===== src/rtl/pipe_fixedpointtofloat32.sv =====
// Pipelined signed fixed-point (WOI.WOF) to IEEE-754 float32 converter, latency WOI+WOF+2.
// Define FXP2FP_ROUND_EN for round-to-nearest (ties away); otherwise the mantissa is truncated.
module pipe_fixedpointtofloat32 #(
  parameter int WOI = 8,
  parameter int WOF = 8
) (
  input  logic                 clk,
  input  logic                 rstn,
  input  logic                 in_valid,
  input  logic [WOI+WOF-1:0]   in,
  output logic                 out_valid,
  output logic [31:0]          out
);

  localparam int N = WOI + WOF;
  localparam logic [N-1:0] ONE  = N'(1);
  localparam logic [8:0]   EXP0 = 9'(127 + WOI - 1);

  // Handshake: in_valid qualifies in on the same edge; there is no ready, the
  // pipeline advances every cycle and out_valid qualifies out N+2 edges later.

  // Index 0 is the abs stage, index i (1..N-1) is the output of normalize stage i.
  logic           sign_q [N];
  logic [N-1:0]   mag_q  [N];
  logic [8:0]     exp_q  [N];
  logic [N:0]     vld_q;
  logic [31:0]    res_q;

  always_ff @(posedge clk or negedge rstn) begin
    if (!rstn) begin
      for (int i = 0; i < N; i++) begin
        sign_q[i] <= 1'b0;
        mag_q[i]  <= '0;
        exp_q[i]  <= '0;
      end
    end else begin
      sign_q[0] <= in[N-1];
      mag_q[0]  <= in[N-1] ? (~in + ONE) : in;
      exp_q[0]  <= EXP0;
      for (int i = 1; i < N; i++) begin
        sign_q[i] <= sign_q[i-1];
        if (mag_q[i-1] != '0 && !mag_q[i-1][N-1]) begin
          mag_q[i] <= mag_q[i-1] << 1;
          exp_q[i] <= exp_q[i-1] - 9'd1;
        end else begin
          mag_q[i] <= mag_q[i-1];
          exp_q[i] <= exp_q[i-1];
        end
      end
    end
  end

  // Mantissa sits just below the (now implicit) leading one.
  logic [22:0] man_t;
  generate
    if (N >= 24) begin : g_man_wide
      assign man_t = mag_q[N-1][N-2 -: 23];
    end else begin : g_man_narrow
      assign man_t = {mag_q[N-1][N-2:0], {(24-N){1'b0}}};
    end
  endgenerate

  logic [22:0] man_f;
  logic [7:0]  exp_f;

`ifdef FXP2FP_ROUND_EN
  logic        rnd;
  logic [23:0] man_sum;
  generate
    if (N >= 25) begin : g_rnd_bit
      assign rnd = mag_q[N-1][N-25];
    end else begin : g_rnd_none
      assign rnd = 1'b0;
    end
  endgenerate

  // A carry out of the mantissa means the magnitude rounded up to the next power of two.
  always_comb begin
    man_sum = {1'b0, man_t} + {23'b0, rnd};
    man_f   = man_sum[23] ? 23'd0 : man_sum[22:0];
    exp_f   = exp_q[N-1][7:0] + {7'b0, man_sum[23]};
  end
`else
  always_comb begin
    man_f = man_t;
    exp_f = exp_q[N-1][7:0];
  end
`endif

  always_ff @(posedge clk or negedge rstn) begin
    if (!rstn) begin
      res_q     <= '0;
      out       <= '0;
      vld_q     <= '0;
      out_valid <= 1'b0;
    end else begin
      res_q     <= (mag_q[N-1] == '0) ? 32'h0 : {sign_q[N-1], exp_f, man_f};
      out       <= res_q;
      vld_q     <= {vld_q[N-1:0], in_valid};
      out_valid <= vld_q[N];
    end
  end

endmodule


===== config.mk =====
export PLATFORM = sky130hd
export DESIGN_NAME = pipe_fixedpointtofloat32
export DESIGN_NICKNAME = d
export VERILOG_FILES = /design/src/rtl/pipe_fixedpointtofloat32.sv
export SDC_FILE = /design/constraint.sdc
export NUM_CORES = 1
export LEC_CHECK = 0
export BUFFER_PORTS_ARGS = -buffer_cell sky130_fd_sc_hd__clkbuf_2
export CAP_MARGIN = 5
export CORE_UTILIZATION = 50
export DETAILED_ROUTE_END_ITERATION = 16
export GPL_TIMING_DRIVEN = 0
export PLACE_DENSITY = 0.66
export SLEW_MARGIN = 20
export SYNTH_ARGS = -nofsm -noshare
export SYNTH_HDL_FRONTEND = slang
export SYNTH_SLANG_ARGS = --single-unit
export TNS_END_PERCENT = 1

===== constraint.sdc =====
create_clock -name clk -period 2.4 [get_ports clk]
set_clock_uncertainty 0.1 [all_clocks]
set_input_delay 0.36 -clock clk [delete_from_list [all_inputs] [get_ports clk]]
set_output_delay 0.36 -clock clk [all_outputs]
set_load 0.03 [all_outputs]

==> impl_metrics.tcl, run 1 <==
set metrics [dict create \
    final.setup.worst_slack_ns 0.224 \
    fin_util 0.590 \
    rsz0062_at_grt "false" \
    critPathMaxStageDelay_ns 0.71 \
    root_buffer "clkbuf_16" \
    final_net_count 1354 \
    ys_seq_area_frac 0.661 \
    diodes 0 \
    grt_pass1_wl_mm 46.9 \
    synth.top_cell.area_share 0.661 \
    drcViolationCount 0 \
    leakagePower_nw 8.36 \
    synth_flop_cell "dfrtp_1" \
    ir_worst_vdd_mv 0.607 \
    min_path_type "primary input to asynchronous set/reset pin" \
    ff2ff_setup_slack_ns 0.22 \
    synth_area_leaders "dfrtp_1, mux2_2, xnor2_1, nor4_1, ha_1" \
    totalWireLength_mm 26.8 \
    worstPathMaxFanout 6 \
    path_class "register to register" \
    yosys.area.top_type "dfrtp_1" \
    r2r_start "mag_q[210]" \
    rows 67 \
    drive_gt1_frac 0.278 \
    cts_tree "done" \
    reg2reg_to "mag_q[205]" \
    synthToLayoutAreaGrowth_pct 15.7 \
    postSynthAreaPerCell_um2 14.4 \
    cts_htree_levels 2 \
    coreArea_um2 33700 \
    synth_warnings 0 \
    wire_per_inst_um 14.9 \
    hpwl_mm 18.7 \
    clkSlewWorstSetupHoldPaths_ns 0.06 \
    worstPathRequired_ns 2.72 \
    power_mw 19.9 \
    fin_crit_ns 2.18 \
    cts_made_buffers 46 \
    finalMaxSlewViolations 0 \
    cts.sinks 454 \
    finalSetupTns_ns 0 \
    synthArstFlopShare 1.00 \
    power_density_nw_per_um2 1000 \
    fin_cells 1799 \
    grt_pass1_vias 9944 \
    first_pass_iters 5 \
    cp-start-kind "register" \
    finalHoldViolations 0 \
    cts_buffer_depth 3 \
    outcome "finished clean" \
    rr_worst_depth 3 \
    pre_cts_ws_ns 0.250 \
    slowest_stage "nor4_1" \
    pin_count 52 \
    maxSlewHeadroom 0.469 \
    portBuffers 43 \
    drv_cap 0 \
    routed_via_density 5.10 \
    synth_edf_count 0 \
    clock_latency_ns 0.55 \
    track_usage 0.162 \
    cts_resized 0 \
    initial_core_util 0.510 \
    grt_max_degree 100 \
    arrival_ns 2.50 \
    first_iter_violations 328 \
    placed_cells 1699 \
    period_share 0.907 \
    synth-seq-cells 454 \
    synth_area_um2 17200 \
    fp.dieH_um 187 \
    die-area_um2 35100 \
    cp_cell_sequence "nor4_1 > a41oi_1 > mux2_2" \
    die_width_um 187 \
    yosysUniqueCellTypes 41 \
    synth_cells 1196 \
    vias 9175 \
    worst_pin_slew_ns 0.789 \
    place.gp.congestion 0.736 \
    end_kind "register" \
    fmax_mhz 460 \
    globalRouteOverflowTotal 0 \
    antenna_found_initial 0 \
    setup_viol 0 \
    drtAntennaViolNets 0 \
]
==> critical path, delay by kind of cell (launching register included) <==
kind,cells,cell delay (ns)
AO/OA/AOI/OAI,1,0.46
flip-flops,1,0.39
multiplexers,1,0.40
AND/OR/NAND/NOR,1,0.71
==> synthesized netlist by cell type, types with 2 or more instances <==
master    count
o31ai_1       3
nand3b_1     12
nor3_1       10
a21oi_1       9
nand3_1      22
xnor2_1      96
nor2b_1       5
nand2_1      34
dfrtp_1     454
o21ai_0       5
nand4_1       8
nand2b_1      3
clkbuf_1     34
and4_1        2
or2_2        16
inv_1        35
buf_1         4
nor4_1       79
a41oi_1      11
ha_1         18
a41oi_2       4
mux2i_1       7
and2_1       20
or3_1         2
mux2_2      207
nand4b_1     17
buf_2        12
buf_4         8
conb_1        2
nor2_1       37
xor2_1       10
==> how the worst max path moves through the flow <==
stage / from / endpoint / slack [ns] / cells after the start
6_report: mag_q[210] / mag_q[205] / 0.22 / 3
5_1_grt: mag_q[210] / mag_q[205] / 0.12 / 3
4_1_cts: mag_q[210] / mag_q[205] / 0.24 / 3
3_5_place_dp: mag_q[210] / mag_q[205] / 0.25 / 3
3_3_place_gp: rstn / mag_q[146] / -8.75 / 1
2_1_floorplan: mag_q[111] / mag_q[88] / 0.62 / 6
==> through the flow <==
| step | hold WS (ns) | cell area (um^2) |
|---|---|---|
| 6_report | 0.221 | 19900 |
| 3_5_place_dp | 0.235 | 18100 |
| 3_3_place_gp | 0.231 | 18000 |
| 4_1_cts | 0.212 | 19900 |
| 2_1_floorplan | -0.0356 | 17200 |
| 5_1_grt | 0.240 | 19900 |
==> sequential cells by signal (all words and copies together), names as in the netlist <==
| signal | flops |
|---|---|
| res_q | 24 |
| exp_f | 8 |
| vld_q | 17 |
| out_valid | 1 |
| mag_q | 256 |
| out | 24 |
| sign_q | 16 |
| exp_q | 108 |
==> routing by layer <==
metal | track usage | vias to the layer above | part of all wire
met5 | 0 | - | 0
met4 | 0.0522 | 0 | 0.025
met3 | 0.0259 | 51 | 0.028
met2 | 0.309 | 108 | 0.55
met1 | 0.184 | 4631 | 0.39
li1 | - | 4385 | -
==> logic make-up (layout without fill, tap and decap cells) <==
logic type | count (synthesis) | count (layout) | share of synthesized area
other | 2 | 9 | 0.000437
multiplexers | 214 | 214 | 0.140
AO/OA/AOI/OAI | 36 | 36 | 0.0173
buffers and inverters | 93 | 241 | 0.0229
flip-flops | 454 | 454 | 0.661
XOR/XNOR | 106 | 106 | 0.0540
AND/OR/NAND/NOR | 273 | 273 | 0.0916
adder cells (fa/ha/maj) | 18 | 18 | 0.0131
==> cell type report <==
| cell class | count | area, um^2 |
|---|---|---|
| fillers | 2635 | 13800 |
| flip-flops and latches | 454 | 11400 |
| multi-input cells | 656 | 5460 |
| clock buffers | 66 | 1370 |
| well taps | 448 | 561 |
| repair buffers | 66 | 542 |
| plain buffers | 58 | 263 |
| clock inverters | 16 | 205 |
| inverters | 35 | 131 |
==> report_power, final <==
| group | internal [mW] | total, mW | switching (mW) |
|---|---|---|---|
| Combinational | 1.30 | 2.53 | 1.23 |
| Clock | 4.30 | 7.15 | 2.84 |
| Sequential | 9.19 | 10.2 | 1.02 |
| Total | 14.8 | 19.9 | 5.09 |
==> cells in the final DEF, fill, tap and decap left out, types with 4 or more instances in the layout <==
cell and instances:
dlygate4sd3_1 18, o21ai_0 5, nand4_1 8, nand4b_1 17
ha_1 18, clkbuf_16 46, a41oi_2 4, and2_1 20
mux2i_1 7, buf_4 8, clkinv_2 8, buf_16 5
a21oi_1 9, nand3_1 22, conb_1 9, xor2_1 10
buf_1 4, dfrtp_1 454, or2_2 16, xnor2_1 96
nor4_1 79, nand3b_1 12, nor3_1 10, buf_2 12
mux2_2 207, clkbuf_1 40, nand2_1 34, inv_1 35
nor2_1 37, clkbuf_8 15, clkbuf_2 42, nor2b_1 5
a41oi_1 11
==> what timing repair did <==
item,CTS,global route
hold endpoints to repair,64,0
setup buffers,0,0
hold buffers,18,0
No activity file was read; power rests on OpenSTA's default activity.
==> run 2: changes to the inputs <==
--- a/config.mk
+++ b/config.mk
@@ -10,7 +10,7 @@
 export CORE_UTILIZATION = 50
 export DETAILED_ROUTE_END_ITERATION = 16
 export GPL_TIMING_DRIVEN = 0
-export PLACE_DENSITY = 0.66
+export PLACE_DENSITY = 0.69
 export SLEW_MARGIN = 20
 export SYNTH_ARGS = -nofsm -noshare
 export SYNTH_HDL_FRONTEND = slang
==> constraint.sdc (replaced) <==
create_clock -name clk -period 1.8 [get_ports clk]
set_clock_uncertainty 0.1 [all_clocks]
set_input_delay 0.27 -clock clk [delete_from_list [all_inputs] [get_ports clk]]
set_output_delay 0.27 -clock clk [all_outputs]
set_load 0.03 [all_outputs]
==> run 2 against run 1 <==
The flow now finishes with violations (negative setup slack). Critical path depth up 3. Clock power up 32%. Worst hold slack worse by 0.17 ns.
==> impl_metrics.tcl, run 2 (synthesis results as in run 1) <==
set metrics [dict create \
    outcome "finished, violations left" \
    violations "negative setup slack" \
    rr_worst_depth 6 \
    p_int_mw 19.8 \
    largest_reg_flops 256 \
    cts_made_buffers 45 \
    portBuffers 43 \
    drcViolationCount 0 \
    place.gp.congestion 0.768 \
    clock_latency_ns 0.53 \
    globalRouteOverflowTotal 0 \
    cts.sinks 454 \
    pre_cts_ws_ns -0.369 \
    coreArea_um2 33700 \
    die-area_um2 35100 \
    post-route-cell-area_um2 20500 \
    totalWireLength_mm 27.4 \
    diodes 0 \
    p_comb_frac 0.131 \
    swShare 0.262 \
    nFillCells 2542 \
    finalSetupTns_ns -0.0394 \
    clkSlewWorstSetupHoldPaths_ns 0.06 \
    synthToLayoutAreaGrowth_pct 19.3 \
    root_buffer "clkbuf_16" \
    finalMaxSlewViolations 0 \
    cts_tree "done" \
    final.setup.worst_slack_ns -0.0394 \
    fmax_mhz 544 \
    routed_via_density 5.16 \
    first_pass_iters 6 \
    fin_crit_ns 1.84 \
    rows 67 \
    rsz0062_at_grt "true" \
    final_cell_mix "dfrtp_1, mux2_2, xnor2_1" \
    hpwl_mm 18.1 \
    fp.dieH_um 187 \
    arrival_ns 2.21 \
    cts_htree_levels 2 \
    top_register "mag_q" \
    grt_max_degree 101 \
    fin_util 0.609 \
    power_density_nw_per_um2 1310 \
    ir_worst_vdd_mv 1.06 \
    track_usage 0.163 \
    drtAntennaViolNets 0 \
    seq_area_um2 11400 \
    period_share 1.02 \
    pin_count 52 \
    cts_buffer_depth 3 \
    wire_per_inst_um 15.2 \
    setup_viol 1 \
    power.switching_mw 7.03 \
    reg_top3 "mag_q: 256 flops, exp_q: 108 flops" \
    cp-start-kind "primary input" \
    grt_pass1_wl_mm 47.1 \
    antenna_found_initial 0 \
    final_common_cell "dfrtp_1" \
    finalHoldViolations 0 \
    seqPwrFrac 0.518 \
    worstPathMaxFanout 3 \
    clock_power_share 0.351 \
    die_width_um 187 \
    final_net_count 1358 \
    post_dp_cell_area_um2 18100 \
    path_class "primary input to register" \
    leakagePower_nw 8.47 \
    min_path_type "primary input to asynchronous set/reset pin" \
    vias 9305 \
    first_iter_violations 345 \
    drv_cap 0 \
    worstPathRequired_ns 2.17 \
    multi_input_area_um2 6010 \
    drive_gt1_frac 0.331 \
    initial_core_util 0.510 \
    end_kind "register" \
    grt_pass1_vias 10200 \
]
## run 2: worst paths after layout
check,startpoint,end,slack (ns)
worst max-delay path,in[12],mag_q[255],-0.04
worst min-delay path,rstn,res_q[23],0.05
worst max register to register,mag_q[96],mag_q[93],0.02
worst min register to register,sign_q[4],sign_q[3],0.24
max in group asynchronous,rstn,mag_q[207],0.40
min in group clk,in[4],mag_q[245],0.08
## run 2: power by group through the flow
stage	Clock, mW	Sequential, mW	Combinational (mW)
5_1_grt	10.1	14.2	3.92
6_report	9.44	13.9	3.53
2_1_floorplan	0	13.6	2.25
4_1_cts	9.66	13.8	3.53
3_5_place_dp	0	13.8	3.36
3_3_place_gp	0	13.7	3.24
## run 2: stage by stage
stage | power, mW | cells | hold WS [ns]
2_1_floorplan | 15.9 | 1203 | -0.126
3_3_place_gp | 17.0 | 1694 | 0.231
3_5_place_dp | 17.1 | 1699 | 0.0361
4_1_cts | 27.0 | 1802 | 0.0321
5_1_grt | 28.2 | 1803 | 0.0356
6_report | 26.9 | 1803 | 0.0483
## run 2: repair_timing
item,CTS,global route
endpoints found under the hold margin,200,0
endpoints found under the setup margin,139,119
hold buffers,22,0
buffers inserted,1,3
gates resized for setup,61,46
pin swaps,6,7
## run 2: critical path, stage by stage
cell           delay [ns]
dlygate4sd3_1        0.55
clkbuf_2             0.16
nor4_2               0.28
nand2b_1             0.11
nor4_2               0.26
dlygate4sd3_1        0.59
## run 2: area by class of cell
| class | instances | area share |
|---|---|---|
| well taps | 448 | 0.0273 |
| clock buffers | 65 | 0.0655 |
| multi-input cells | 656 | 0.293 |
| flip-flops and latches | 454 | 0.554 |
| clock inverters | 16 | 0.00897 |
| repair buffers | 74 | 0.0300 |
| inverters | 35 | 0.00641 |
| plain buffers | 55 | 0.0145 |
## run 2: per-layer routing
layer  GRT usage  share of wire
met1       0.170           0.37
met2       0.325           0.57
met3      0.0253          0.028
met4      0.0569          0.028
met5           0              0
==> run 3: changes to the inputs <==
--- a/config.mk
+++ b/config.mk
@@ -5,9 +5,11 @@
 export SDC_FILE = /design/constraint.sdc
 export NUM_CORES = 1
 export LEC_CHECK = 0
+export ABC_AREA = 1
 export BUFFER_PORTS_ARGS = -buffer_cell sky130_fd_sc_hd__clkbuf_2
 export CAP_MARGIN = 5
 export CORE_UTILIZATION = 50
+export CTS_BUF_LIST = sky130_fd_sc_hd__clkbuf_16
 export DETAILED_ROUTE_END_ITERATION = 16
 export GPL_TIMING_DRIVEN = 0
 export PLACE_DENSITY = 0.69
==> run 3 against run 2 <==
The run ends with negative hold slack left. Critical path depth rose by 1. Flip-flop and latch count unchanged. Die area is 9.8% higher. Critical path type is now register to register. Largest cell class unchanged.
==> impl_metrics.tcl, run 3 <==
set metrics [dict create \
    outcome "finished, violations left" \
    violations "negative hold slack" \
    diodes 0 \
    routed-wl-met3_mm 1.15 \
    cts_htree_levels 2 \
    reg_top3 "mag_q: 256 flops, exp_q: 108 flops" \
    globalRouteOverflowTotal 0 \
    totalWireLength_mm 34.4 \
    rsz0062_at_grt "false" \
    drcViolationCount 0 \
    slowest_stage "dfrtp_1" \
    synth-seq-cells 454 \
    yosysMostFrequentCell "nand2_1" \
    nFillCells 3149 \
    swShare 0.317 \
    die-area_um2 38600 \
    cts_made_buffers 46 \
    hpwl_mm 24.6 \
    seq_area_um2 11400 \
    rows 70 \
    track_usage 0.192 \
    initial_core_util 0.513 \
    cp_cell_sequence "nor2_1 > nand2_1 > nor2_1 > nand2_1 > nand2_2 > buf_2 > o21ai_0" \
    antenna_found_initial 0 \
    routed_via_density 4.78 \
    met1_length_mm 15.5 \
    grt_pass1_wl_mm 61.3 \
    finalHoldViolations 75 \
    fin_hold_ws_ns -0.391 \
    drive_gt1_frac 0.0837 \
    power_density_nw_per_um2 1420 \
    synth_flop_cell "dfrtp_1" \
    synthArstFlopShare 1.00 \
    pin_count 52 \
    cpLargestDelayFamily "simple AND/OR/NAND/NOR gates" \
    cts_hold_buf 17 \
    ys_seq_area_frac 0.601 \
    largest_reg_flops 256 \
    synth_edf_count 0 \
    drtAntennaViolNets 0 \
    cts_buffer_depth 3 \
    synth_area_um2 18900 \
    setup_viol 0 \
    cp-start-kind "register" \
    fp.dieH_um 196 \
    synth_warnings 0 \
    clock_latency_ns 0.58 \
    power.switching_mw 9.69 \
    clkSlewWorstSetupHoldPaths_ns 0.06 \
    fmax_mhz 617 \
    p_int_mw 20.9 \
    yosys.area.top_type "dfrtp_1" \
    coreArea_um2 36900 \
    first_pass_iters 5 \
    maxSlewHeadroom 0.577 \
    fin_crit_ns 1.62 \
    yosysUniqueCellTypes 26 \
    cts_tree "done" \
    end_kind "register" \
    first_iter_violations 824 \
    synthToLayoutAreaGrowth_pct 14.2 \
    place.gp.congestion 0.857 \
    seqPwrFrac 0.486 \
    clock_power_share 0.305 \
    worstPathMaxFanout 10 \
    wire_per_inst_um 12.0 \
    root_buffer "clkbuf_16" \
    multi_input_area_um2 6410 \
    final_common_cell "nand2_1" \
    portBuffers 43 \
    synth_cells 2203 \
    arrival_ns 1.96 \
    cts.sinks 454 \
    finalMaxSlewViolations 0 \
    leakagePower_nw 11.3 \
    ir_worst_vdd_mv 0.734 \
    top_layer_used "met4" \
    top_register "mag_q" \
    critPathMaxStageDelay_ns 0.38 \
    drv_cap 0 \
    path_buf_inv 1 \
    synth.top_cell.area_share 0.601 \
    grt_pass1_vias 13700 \
    cts_setup_buffers 0 \
    p_comb_frac 0.210 \
    vias 13700 \
    die_width_um 196 \
    postSynthAreaPerCell_um2 8.58 \
    synthTopCellsByCount "nand2_1, dfrtp_1, nor2_1, inv_1, o21ai_0" \
    wl_met2_mm 16.9 \
    worst_pin_slew_ns 0.632 \
    min_path_type "primary input to asynchronous set/reset pin" \
    final_cell_mix "nand2_1, dfrtp_1, nor2_1" \
    period_share 0.901 \
    path_class "register to register" \
    worstPathRequired_ns 2.14 \
    grt_max_degree 97 \
    synth_area_leaders "dfrtp_1, nand2_1, nor2_1, inv_1, o21ai_0" \
    fin_util 0.586 \
    final_net_count 2360 \
]
-- run 3: cell count changes in the layout (fill, tap and decap cells not counted), sizes merged, moves of 37 or more --
cell / previous run / this run
nor4: 79 / 0
mux2: 207 / 0
nor2: 38 / 242
o21ai: 6 / 86
xor2: 10 / 47
inv: 36 / 200
xnor2: 96 / 26
nand2: 34 / 984
-- run 3: worst register-to-register path, delay by kind of cell, from the launching register on --
family | cells | cell delay, ns
flops | 1 | 0.38
buf+inv | 1 | 0.26
compound gates | 1 | 0.14
simple gates | 5 | 0.60
-- run 3: repair_timing --
item                                    CTS  global route
resized for setup                         0             1
endpoints found under the setup margin    0             1
endpoints found under the hold margin    93            75
-- run 3: per-layer routing --
| metal | GRT usage | vias to the layer above |
|---|---|---|
| met3 | 0.0264 | 61 |
| met1 | 0.248 | 6520 |
| met2 | 0.330 | 216 |
| li1 | - | 6863 |
| met4 | 0.0732 | 0 |
| met5 | 0 | - |
-- run 3: path summary, 6_finish.rpt --
path / from / endpoint / slack (ns) / cells past startpoint
min in group clk: sign_q[2] / sign_q[1] / 0.25 / 0
max in group asynchronous: rstn / exp_q[64] / 0.45 / 4
worst max-delay path: mag_q[79] / mag_q[49] / 0.18 / 7
worst max register to register: mag_q[79] / mag_q[49] / 0.18 / 7
worst min register to register: sign_q[2] / sign_q[1] / 0.25 / 0
worst min-delay path: rstn / out[18] / -0.39 / 1
-- run 3: layout make-up --
class | count | area share
Sequential cell | 454 | 0.526
Buffer | 71 | 0.0199
Tap cell | 504 | 0.0292
Clock inverter | 33 | 0.0149
Timing Repair Buffer | 65 | 0.0246
Multi-Input combinational cell | 1491 | 0.297
Clock buffer | 47 | 0.0545
Inverter | 194 | 0.0337
-- run 3: cells by family (layout without fill, tap and decap cells) --
logic type / Yosys count / count (layout) / synth area share
fa+ha+maj: 18 / 18 / 0.0119
compound gates: 89 / 89 / 0.0237
other cells: 2 / 9 / 0.000397
buf+inv: 265 / 410 / 0.0612
flops: 454 / 454 / 0.601
xor+xnor: 73 / 73 / 0.0338
simple gates: 1302 / 1302 / 0.268
-- run 3: per-stage QoR --
| step | worst slack (ns) | instance area [um^2] | power [mW] | instances | setup TNS [ns] |
|---|---|---|---|---|---|
| 2_1_floorplan | 0.386 | 18900 | 19.4 | 2210 | 0 |
| 3_3_place_gp | -9.07 | 19800 | 21.1 | 2757 | -4091.71 |
| 3_5_place_dp | -0.221 | 19900 | 21.4 | 2762 | -25.66 |
| 4_1_cts | 0.167 | 21600 | 31.0 | 2859 | 0 |
| 5_1_grt | 0.0216 | 21600 | 32.7 | 2859 | 0 |
| 6_report | 0.178 | 21600 | 30.6 | 2859 | 0 |
-- run 3: power by group through the flow --
stage / sequential, mW / clock, mW / combinational (mW)
2_1_floorplan: 14.9 / 0 / 4.50
3_3_place_gp: 15.0 / 0 / 6.14
3_5_place_dp: 15.0 / 0 / 6.40
4_1_cts: 14.9 / 9.60 / 6.50
5_1_grt: 15.2 / 9.99 / 7.46
6_report: 14.8 / 9.32 / 6.41
